### config.mk
export PLATFORM = sky130hd
export DESIGN_NAME = palette_lookup_arbiter_flat
export DESIGN_NICKNAME = d
export VERILOG_FILES = /design/src/rtl/palette_pkg.sv /design/src/rtl/palette_lookup_arbiter_if.sv /design/src/rtl/rr_arbiter.sv /design/src/rtl/palette_lookup_arbiter.sv /design/src/flat_wrapper.sv
export SDC_FILE = /design/constraint.sdc
export NUM_CORES = 1
export LEC_CHECK = 0
export ABC_AREA = 1
export BUFFER_PORTS_ARGS = -buffer_cell sky130_fd_sc_hd__buf_2
export CORE_MARGIN = 2
export CORE_UTILIZATION = 40
export DETAILED_ROUTE_END_ITERATION = 7
export PLACE_DENSITY = 0.71
export SLEW_MARGIN = 20
export SYNTH_ARGS = -nofsm -noshare
export SYNTH_HDL_FRONTEND = slang
export SYNTH_SLANG_ARGS = --single-unit
### constraint.sdc
create_clock -name Clk -period 2.2 [get_ports Clk]
set_input_delay 0.33 -clock Clk [delete_from_list [all_inputs] [get_ports Clk]]
set_output_delay 0.33 -clock Clk [all_outputs]
set_load 0.005 [all_outputs]
### src/rtl/palette_pkg.sv
// Shared palette definitions: colour type, chroma key, bank names and constant palette tables.
// Entry 0 of each bank is the chroma key so sprite backgrounds render transparent.
package palette_pkg;

  localparam int unsigned PAL_BANKS  = 4;
  localparam int unsigned PAL_BANK_W = 2;

  typedef struct packed {
    logic [3:0] r;
    logic [3:0] g;
    logic [3:0] b;
  } rgb12_t;

  localparam rgb12_t CHROMA_KEY = 12'hF0F;

  typedef enum logic [1:0] {
    BankHeadA = 2'd0,
    BankHeadB = 2'd1,
    BankBody  = 2'd2,
    BankFood  = 2'd3
  } bank_e;

  localparam rgb12_t PALETTES [PAL_BANKS][16] = '{
    '{12'hF0F, 12'h2C7, 12'h1A5, 12'h083, 12'h062, 12'h041, 12'hFFF, 12'h000,
      12'hEE2, 12'hCC1, 12'h3D8, 12'h4E9, 12'h5FA, 12'h111, 12'h222, 12'h333},
    '{12'hF0F, 12'h27C, 12'h15A, 12'h038, 12'h026, 12'h014, 12'hFFF, 12'h000,
      12'hE2E, 12'hC1C, 12'h38D, 12'h49E, 12'h5AF, 12'h444, 12'h555, 12'h666},
    '{12'hF0F, 12'h8B4, 12'h7A3, 12'h692, 12'h581, 12'h470, 12'h9C5, 12'hAD6,
      12'hBE7, 12'hCF8, 12'h360, 12'h250, 12'h140, 12'h777, 12'h888, 12'h999},
    '{12'hF0F, 12'hE21, 12'hF0F, 12'hC10, 12'hF84, 12'hD63, 12'hB42, 12'h3A2,
      12'h291, 12'hFD0, 12'hEC0, 12'hDB0, 12'hAAA, 12'hBBB, 12'hCCC, 12'hDDD}
  };

  // Address is {bank, index}; anything past the stored banks reads as black.
  function automatic rgb12_t pal_read(logic [15:0] addr);
    rgb12_t v;
    v = '0;
    if (addr < 16'(PAL_BANKS * 16)) begin
      v = PALETTES[addr[PAL_BANK_W+3:4]][addr[3:0]];
    end
    return v;
  endfunction

endpackage

### src/rtl/palette_lookup_arbiter_if.sv
// Request/grant/response bundle between sprite renderers (master) and the lookup arbiter (slave).
interface palette_lookup_arbiter_if #(
    parameter int unsigned NUM_REQ   = 4,
    parameter int unsigned NUM_BANKS = 4,
    parameter int unsigned ID_W      = $clog2(NUM_REQ),
    parameter int unsigned BANK_W    = $clog2(NUM_BANKS)
);
    logic [NUM_REQ-1:0]        req;
    logic [NUM_REQ*4-1:0]      req_index;
    logic [NUM_REQ*BANK_W-1:0] req_bank;
    logic [NUM_REQ-1:0]        gnt;
    logic                      rsp_valid;
    logic [ID_W-1:0]           rsp_id;
    logic [3:0]                rsp_red;
    logic [3:0]                rsp_green;
    logic [3:0]                rsp_blue;
    logic                      rsp_transparent;

    modport master (
        output req, req_index, req_bank,
        input  gnt, rsp_valid, rsp_id, rsp_red, rsp_green, rsp_blue, rsp_transparent
    );

    modport slave (
        input  req, req_index, req_bank,
        output gnt, rsp_valid, rsp_id, rsp_red, rsp_green, rsp_blue, rsp_transparent
    );
endinterface

### src/rtl/rr_arbiter.sv
// Round-robin arbiter: one-hot grant is combinational from req and the pointer, which
// remembers the last winner so the search restarts just after it.
module rr_arbiter #(
    parameter int unsigned NUM_REQ = 4,
    parameter int unsigned ID_W    = $clog2(NUM_REQ)
) (
    input  logic               clk_i,
    input  logic               rst_ni,
    input  logic [NUM_REQ-1:0] req_i,
    output logic [NUM_REQ-1:0] gnt_o,
    output logic               gnt_valid_o,
    output logic [ID_W-1:0]    gnt_id_o
);

    logic [ID_W-1:0] ptr_q, ptr_d;
    logic [ID_W:0]   sum;
    logic [ID_W-1:0] cand;
    logic [ID_W-1:0] gnt_id;
    logic            found;

    // Candidates are visited ptr+1, ptr+2, ... modulo NUM_REQ; first requester wins.
    always_comb begin
        gnt_o  = '0;
        found  = 1'b0;
        gnt_id = ptr_q;
        sum    = '0;
        cand   = '0;
        for (int unsigned off = 1; off <= NUM_REQ; off++) begin
            sum = {1'b0, ptr_q} + (ID_W+1)'(off);
            if (sum >= (ID_W+1)'(NUM_REQ)) begin
                sum = sum - (ID_W+1)'(NUM_REQ);
            end
            cand = sum[ID_W-1:0];
            if (!found && req_i[cand]) begin
                found        = 1'b1;
                gnt_o[cand]  = 1'b1;
                gnt_id       = cand;
            end
        end
    end

    always_comb begin
        ptr_d = found ? gnt_id : ptr_q;
    end

    always_ff @(posedge clk_i or negedge rst_ni) begin
        if (!rst_ni) begin
            ptr_q <= ID_W'(NUM_REQ - 1);
        end else begin
            ptr_q <= ptr_d;
        end
    end

    assign gnt_valid_o = found;
    assign gnt_id_o    = gnt_id;

endmodule

### src/rtl/palette_lookup_arbiter.sv
// Shared palette lookup port: round-robin grant, two-cycle registered RGB response tagged with id.
// Build option TRANSPARENT_KEY_EN adds a registered chroma-key flag; otherwise it is tied low.
module palette_lookup_arbiter
    import palette_pkg::*;
#(
    parameter int unsigned NUM_REQ   = 4,
    parameter int unsigned NUM_BANKS = 4,
    parameter int unsigned ID_W      = $clog2(NUM_REQ),
    parameter int unsigned BANK_W    = $clog2(NUM_BANKS)
) (
    input  logic                     Clk,
    input  logic                     Reset_n,
    palette_lookup_arbiter_if.slave  bus
);

    logic            grant_valid;
    logic [ID_W-1:0] grant_id;

    rr_arbiter #(
        .NUM_REQ (NUM_REQ),
        .ID_W    (ID_W)
    ) u_rr_arbiter (
        .clk_i       (Clk),
        .rst_ni      (Reset_n),
        .req_i       (bus.req),
        .gnt_o       (bus.gnt),
        .gnt_valid_o (grant_valid),
        .gnt_id_o    (grant_id)
    );

    // Stage 0: capture the granted request.
    logic              s0_valid_q, s0_valid_d;
    logic [ID_W-1:0]   s0_id_q, s0_id_d;
    logic [3:0]        s0_index_q, s0_index_d;
    logic [BANK_W-1:0] s0_bank_q, s0_bank_d;

    always_comb begin
        s0_valid_d = grant_valid;
        s0_id_d    = s0_id_q;
        s0_index_d = s0_index_q;
        s0_bank_d  = s0_bank_q;
        if (grant_valid) begin
            s0_id_d    = grant_id;
            s0_index_d = bus.req_index[32'(grant_id) * 4 +: 4];
            s0_bank_d  = bus.req_bank[32'(grant_id) * BANK_W +: BANK_W];
        end
    end

    always_ff @(posedge Clk or negedge Reset_n) begin
        if (!Reset_n) begin
            s0_valid_q <= 1'b0;
            s0_id_q    <= '0;
            s0_index_q <= '0;
            s0_bank_q  <= '0;
        end else begin
            s0_valid_q <= s0_valid_d;
            s0_id_q    <= s0_id_d;
            s0_index_q <= s0_index_d;
            s0_bank_q  <= s0_bank_d;
        end
    end

    logic [BANK_W+3:0] lookup_addr;
    logic              bank_ok;
    rgb12_t            lookup_rgb;

    always_comb begin
        lookup_addr = {s0_bank_q, s0_index_q};
        bank_ok     = 32'(s0_bank_q) < NUM_BANKS;
        lookup_rgb  = bank_ok ? pal_read(16'(lookup_addr)) : '0;
    end

    // Output stage: id/rgb only load with a valid entry so they hold while idle.
    logic            rsp_valid_q, rsp_valid_d;
    logic [ID_W-1:0] rsp_id_q, rsp_id_d;
    rgb12_t          rsp_rgb_q, rsp_rgb_d;

    always_comb begin
        rsp_valid_d = s0_valid_q;
        rsp_id_d    = s0_valid_q ? s0_id_q : rsp_id_q;
        rsp_rgb_d   = s0_valid_q ? lookup_rgb : rsp_rgb_q;
    end

    always_ff @(posedge Clk or negedge Reset_n) begin
        if (!Reset_n) begin
            rsp_valid_q <= 1'b0;
            rsp_id_q    <= '0;
            rsp_rgb_q   <= '0;
        end else begin
            rsp_valid_q <= rsp_valid_d;
            rsp_id_q    <= rsp_id_d;
            rsp_rgb_q   <= rsp_rgb_d;
        end
    end

`ifdef TRANSPARENT_KEY_EN
    logic rsp_transparent_q, rsp_transparent_d;

    always_comb begin
        rsp_transparent_d = s0_valid_q ? (lookup_rgb == CHROMA_KEY) : rsp_transparent_q;
    end

    always_ff @(posedge Clk or negedge Reset_n) begin
        if (!Reset_n) begin
            rsp_transparent_q <= 1'b0;
        end else begin
            rsp_transparent_q <= rsp_transparent_d;
        end
    end

    assign bus.rsp_transparent = rsp_transparent_q;
`else
    assign bus.rsp_transparent = 1'b0;
`endif

    assign bus.rsp_valid = rsp_valid_q;
    assign bus.rsp_id    = rsp_id_q;
    assign bus.rsp_red   = rsp_rgb_q.r;
    assign bus.rsp_green = rsp_rgb_q.g;
    assign bus.rsp_blue  = rsp_rgb_q.b;

endmodule

### src/flat_wrapper.sv
// flat-port wrapper written by rule: the top's interface ports become plain ports
module palette_lookup_arbiter_flat import palette_pkg::*;
#(
    parameter int unsigned NUM_REQ   = 4,
    parameter int unsigned NUM_BANKS = 4,
    parameter int unsigned ID_W      = $clog2(NUM_REQ),
    parameter int unsigned BANK_W    = $clog2(NUM_BANKS)
)
  (Clk, Reset_n, bus_req, bus_req_index, bus_req_bank, bus_gnt, bus_rsp_valid, bus_rsp_id, bus_rsp_red, bus_rsp_green, bus_rsp_blue, bus_rsp_transparent);
  palette_lookup_arbiter_if #(.NUM_REQ(NUM_REQ), .NUM_BANKS(NUM_BANKS), .ID_W(ID_W), .BANK_W(BANK_W)) bus_i ();
  input  logic Clk;
  input  logic Reset_n;
  input wire logic [$bits(bus_i.req)-1:0] bus_req;
  input wire logic [$bits(bus_i.req_index)-1:0] bus_req_index;
  input wire logic [$bits(bus_i.req_bank)-1:0] bus_req_bank;
  output wire logic [$bits(bus_i.gnt)-1:0] bus_gnt;
  output wire logic [$bits(bus_i.rsp_valid)-1:0] bus_rsp_valid;
  output wire logic [$bits(bus_i.rsp_id)-1:0] bus_rsp_id;
  output wire logic [$bits(bus_i.rsp_red)-1:0] bus_rsp_red;
  output wire logic [$bits(bus_i.rsp_green)-1:0] bus_rsp_green;
  output wire logic [$bits(bus_i.rsp_blue)-1:0] bus_rsp_blue;
  output wire logic [$bits(bus_i.rsp_transparent)-1:0] bus_rsp_transparent;
  assign bus_i.req = bus_req;
  assign bus_i.req_index = bus_req_index;
  assign bus_i.req_bank = bus_req_bank;
  assign bus_gnt = bus_i.gnt;
  assign bus_rsp_valid = bus_i.rsp_valid;
  assign bus_rsp_id = bus_i.rsp_id;
  assign bus_rsp_red = bus_i.rsp_red;
  assign bus_rsp_green = bus_i.rsp_green;
  assign bus_rsp_blue = bus_i.rsp_blue;
  assign bus_rsp_transparent = bus_i.rsp_transparent;
  palette_lookup_arbiter #(.NUM_REQ(NUM_REQ), .NUM_BANKS(NUM_BANKS), .ID_W(ID_W), .BANK_W(BANK_W)) u_core (.Clk(Clk), .Reset_n(Reset_n), .bus(bus_i));
endmodule
==> reports/metrics.csv <==
stage,metric,value,unit
detailed_routing,wl,7.17,mm
timing,finalCriticalPeriod,2.28,ns
timing,drv_slew,0,
critical_path,cp_slowest_cell,dfstp_2,
global_route,grt_max_degree,27,
logic_synthesis,synth_area,2520,µm²
global_route,grt_first_pass_wirelength,12.2,mm
critical_path,cp_cell_sequence,inv_2 -> ha_4 -> buf_4 -> nand3_1 -> nand2_1 -> nand3_1 -> inv_2 -> nand2_1 -> nand3_1 -> buf_2,
timing,max_freq,0.438,GHz
floorplanning,io_pins,50,
placed_design,pre_cts_slack,0.0720,ns
floorplanning,core_area,5990,µm²
critical_path,crit_family,flip-flops,
logic_synthesis,synthXorXnorAreaFrac,0,%
logic_synthesis,synth_top_family_by_area,simple AND/OR/NAND/NOR gates,
timing,fin_crit_sh,104,%
hold_path,hp-class,in2async,
cts,clk_latency,0.28,ns
detailed_routing,wl_met3,632,µm
critical_path,worstSetupEndpointType,output pin,
finish,final_cell_count_no_fill,513,
placed_design,port_buffers,48,
timing,fin_ws,-0.0820,ns
finish,drive_gt1_share,23.5,%
placed_design,place.detailed.hpwl,5.17,mm
timing,rsz0062_at_grt,true,
detailed_routing,drtPass1Iterations,6,
finish,antenna_cells,0,
floorplanning,chipHeight,83.4,µm
global_route,grt_antenna_before_repair,0,
detailed_routing,viasPerCell,5.58,
critical_path,crit_type,reg2out,
floorplanning,die_area,6950,µm²
logic_synthesis,synth_fa_ha_area_share,10.4,%
critical_path,slowest_delay,0.56,ns
finish,syn2layout_area_growth,21.1,%
critical_path,required,1.87,ns
cts,numClockSinks,26,
cts,cts_root_buf,clkbuf_8,
detailed_routing,wl_met2,3.33,mm
timing,hold_violations,0,
logic_synthesis,ys_ff_latch,26,
timing,worst_pin_slew,0.604,ns
logic_synthesis,synth_mux_area_share,0,%
timing,final.setup.tns,-0.319,ns
run_status,status,finished with violations,
logic_synthesis,synthesis.nets,431,
finish,layout_common_cells,"123 x nand2_1, 60 x nand3_1, 48 x buf_2, 24 x dfrtp_1, 22 x buf_4",
job,max_cap_viol_count,0,
critical_path,startpoint_type,flip-flop,
global_route,overflow,0,
detailed_routing,top_layer_used,met4,
floorplanning,fp-row-count,28,
detailed_routing,drt_iter0_drc,368,
logic_synthesis,postSynthAreaPerCell,6.63,µm²
floorplanning,dieWidth,83.4,µm
logic_synthesis,synth_ff_type,dfrtp_1,
placed_design,placedCellCount,502,
logic_synthesis,synthSimpleGateAreaFrac,38.6,%
logic_synthesis,yosysWarnings,0,
timing,fin_skew,0.00692,ns
cts,tritoncts,yes,
timing,max-slew-margin-rel,59.7,%
logic_synthesis,synthCells,380,
critical_path,crit_arrival,1.95,ns
detailed_routing,drtAntennaViolNets,0,
placed_design,routabilityCongestion,0.958,
critical_path,path_buf_inv,4,
detailed_routing,met1_length,3.06,mm
critical_path,cp_max_fo,4,
logic_synthesis,synth_compound_area_share,17.5,%
floorplanning,start_util,42.1,%
run_status,violations,setup timing,
logic_synthesis,ys_seq_area_share,25.9,%
logic_synthesis,synth_edf_count,0,
detailed_routing,wl_per_cell,14.0,µm
detailed_routing,drt_drc_violations_left,0,
cts,clockBufferDepth,2,
timing,setup_viol,4,
finish,final_nets,490,
logic_synthesis,ys_types,34,
cts,holdBufCountCts,0,
detailed_routing,vias,2864,
global_route,grt_pass1_vias,2619,
global_route,gr-usage-all-layers,20.7,%
logic_synthesis,synthArstFlopShare,100,%
finish,final_common_cell,nand2_1,
cts,cts_buffers,3,
cts,path_clk_slew,0.10,ns
cts,cts_htree_levels,1,
critical_path,critical_path.most_common_cell,nand3_1,
==> sequential cells by signal, summed over array words and instances, names as in the netlist, 2 cells and up <==
signal and cells:
u_core.bus.rsp_blue 4, u_core.s0_index_q 4, u_core.u_rr_arbiter.ptr_q 2, u_core.bus.rsp_red 4, u_core.s0_id_q 2, u_core.s0_bank_q 2
u_core.bus.rsp_id 2, u_core.bus.rsp_green 4
==> layout make-up <==
class                   instances  area (µm²)
inverters                      27         106
fillers                       597        2940
well taps                      75        93.8
clock inverters                 1        30.0
flip-flops and latches         26         653
clock buffers                   3        41.3
repair buffers                 71         417
multi-input cells             310        1710
==> what timing repair did <==
item,CTS,global route
cloned,0,1
endpoints found under the setup margin,4,10
buffers inserted,4,2
pin swaps,5,6
gates resized for setup,5,5
==> cells by family after synthesis <==
| group | count (synthesis) |
|---|---|
| adder cells (fa/ha/maj) | 21 |
| buffers and inverters | 45 |
| other | 1 |
| AND/OR/NAND/NOR | 218 |
| AO/OA/AOI/OAI | 69 |
| flip-flops | 26 |
==> layer usage <==
| layer | GRT usage (%) | up-vias |
|---|---|---|
| met3 | 2.88 | 19 |
| met1 | 28.6 | 1282 |
| li1 | - | 1409 |
| met2 | 34.2 | 154 |
| met5 | 0 | - |
| met4 | 4.77 | 0 |
==> worst paths after layout <==
check | start | endpoint | slack [ns] | depth (start not counted)
worst max-delay path | u_core.u_rr_arbiter.ptr_q[0] | bus_gnt[1] | -0.08 | 10
worst min-delay path | Reset_n | u_core.bus.rsp_red[1] | 0.04 | 1
worst max register to register | u_core.u_rr_arbiter.ptr_q[0] | u_core.s0_index_q[0] | 0.09 | 13
worst min register to register | u_core.bus.rsp_id[1] | u_core.bus.rsp_id[1] | 0.48 | 2
max in group asynchronous | Reset_n | u_core.bus.rsp_id[0] | 1.75 | 1
min in group Clk | bus_req_index[15] | u_core.s0_index_q[3] | 0.37 | 5
==> metrics by stage <==
| step | hold slack [ns] | util [%] | area (µm²) |
|---|---|---|---|
| global route | 0.102 | 51.0 | 3050 |
| detailed placement | 0.374 | 48.4 | 2900 |
| CTS | 0.0605 | 50.3 | 3010 |
| finish | 0.0359 | 51.0 | 3050 |
| floorplan | 0.0344 | - | 2520 |
| global placement | 0.362 | 48.4 | 2900 |
==> synthesized netlist by cell type (2+ instances only) <==
master | count | share of area [%]
a31oi_1 | 2 | 0.50
o221ai_1 | 3 | 1.0
dfstp_2 | 2 | 2.1
a22o_1 | 2 | 0.69
a21oi_1 | 16 | 3.2
inv_1 | 20 | 3.0
nor2_1 | 15 | 2.2
clkinv_1 | 3 | 0.45
inv_2 | 4 | 0.60
o21ai_0 | 20 | 4.0
o2111ai_1 | 6 | 2.1
nand2_4 | 2 | 0.89
nand3_1 | 60 | 12
nand2_1 | 123 | 18
clkbuf_1 | 11 | 1.6
dfrtp_1 | 24 | 24
o211ai_1 | 8 | 2.4
a22oi_1 | 4 | 1.2
buf_1 | 2 | 0.30
buf_4 | 3 | 0.89
o31ai_1 | 4 | 1.2
o22ai_1 | 2 | 0.50
nand2_2 | 8 | 2.0
nand4_1 | 3 | 0.74
nand3_2 | 4 | 1.6
ha_1 | 21 | 10
Power is left out: the tool's default activity adds up to more than one toggle a clock period on the data nets, which glitch-free logic cannot reach.
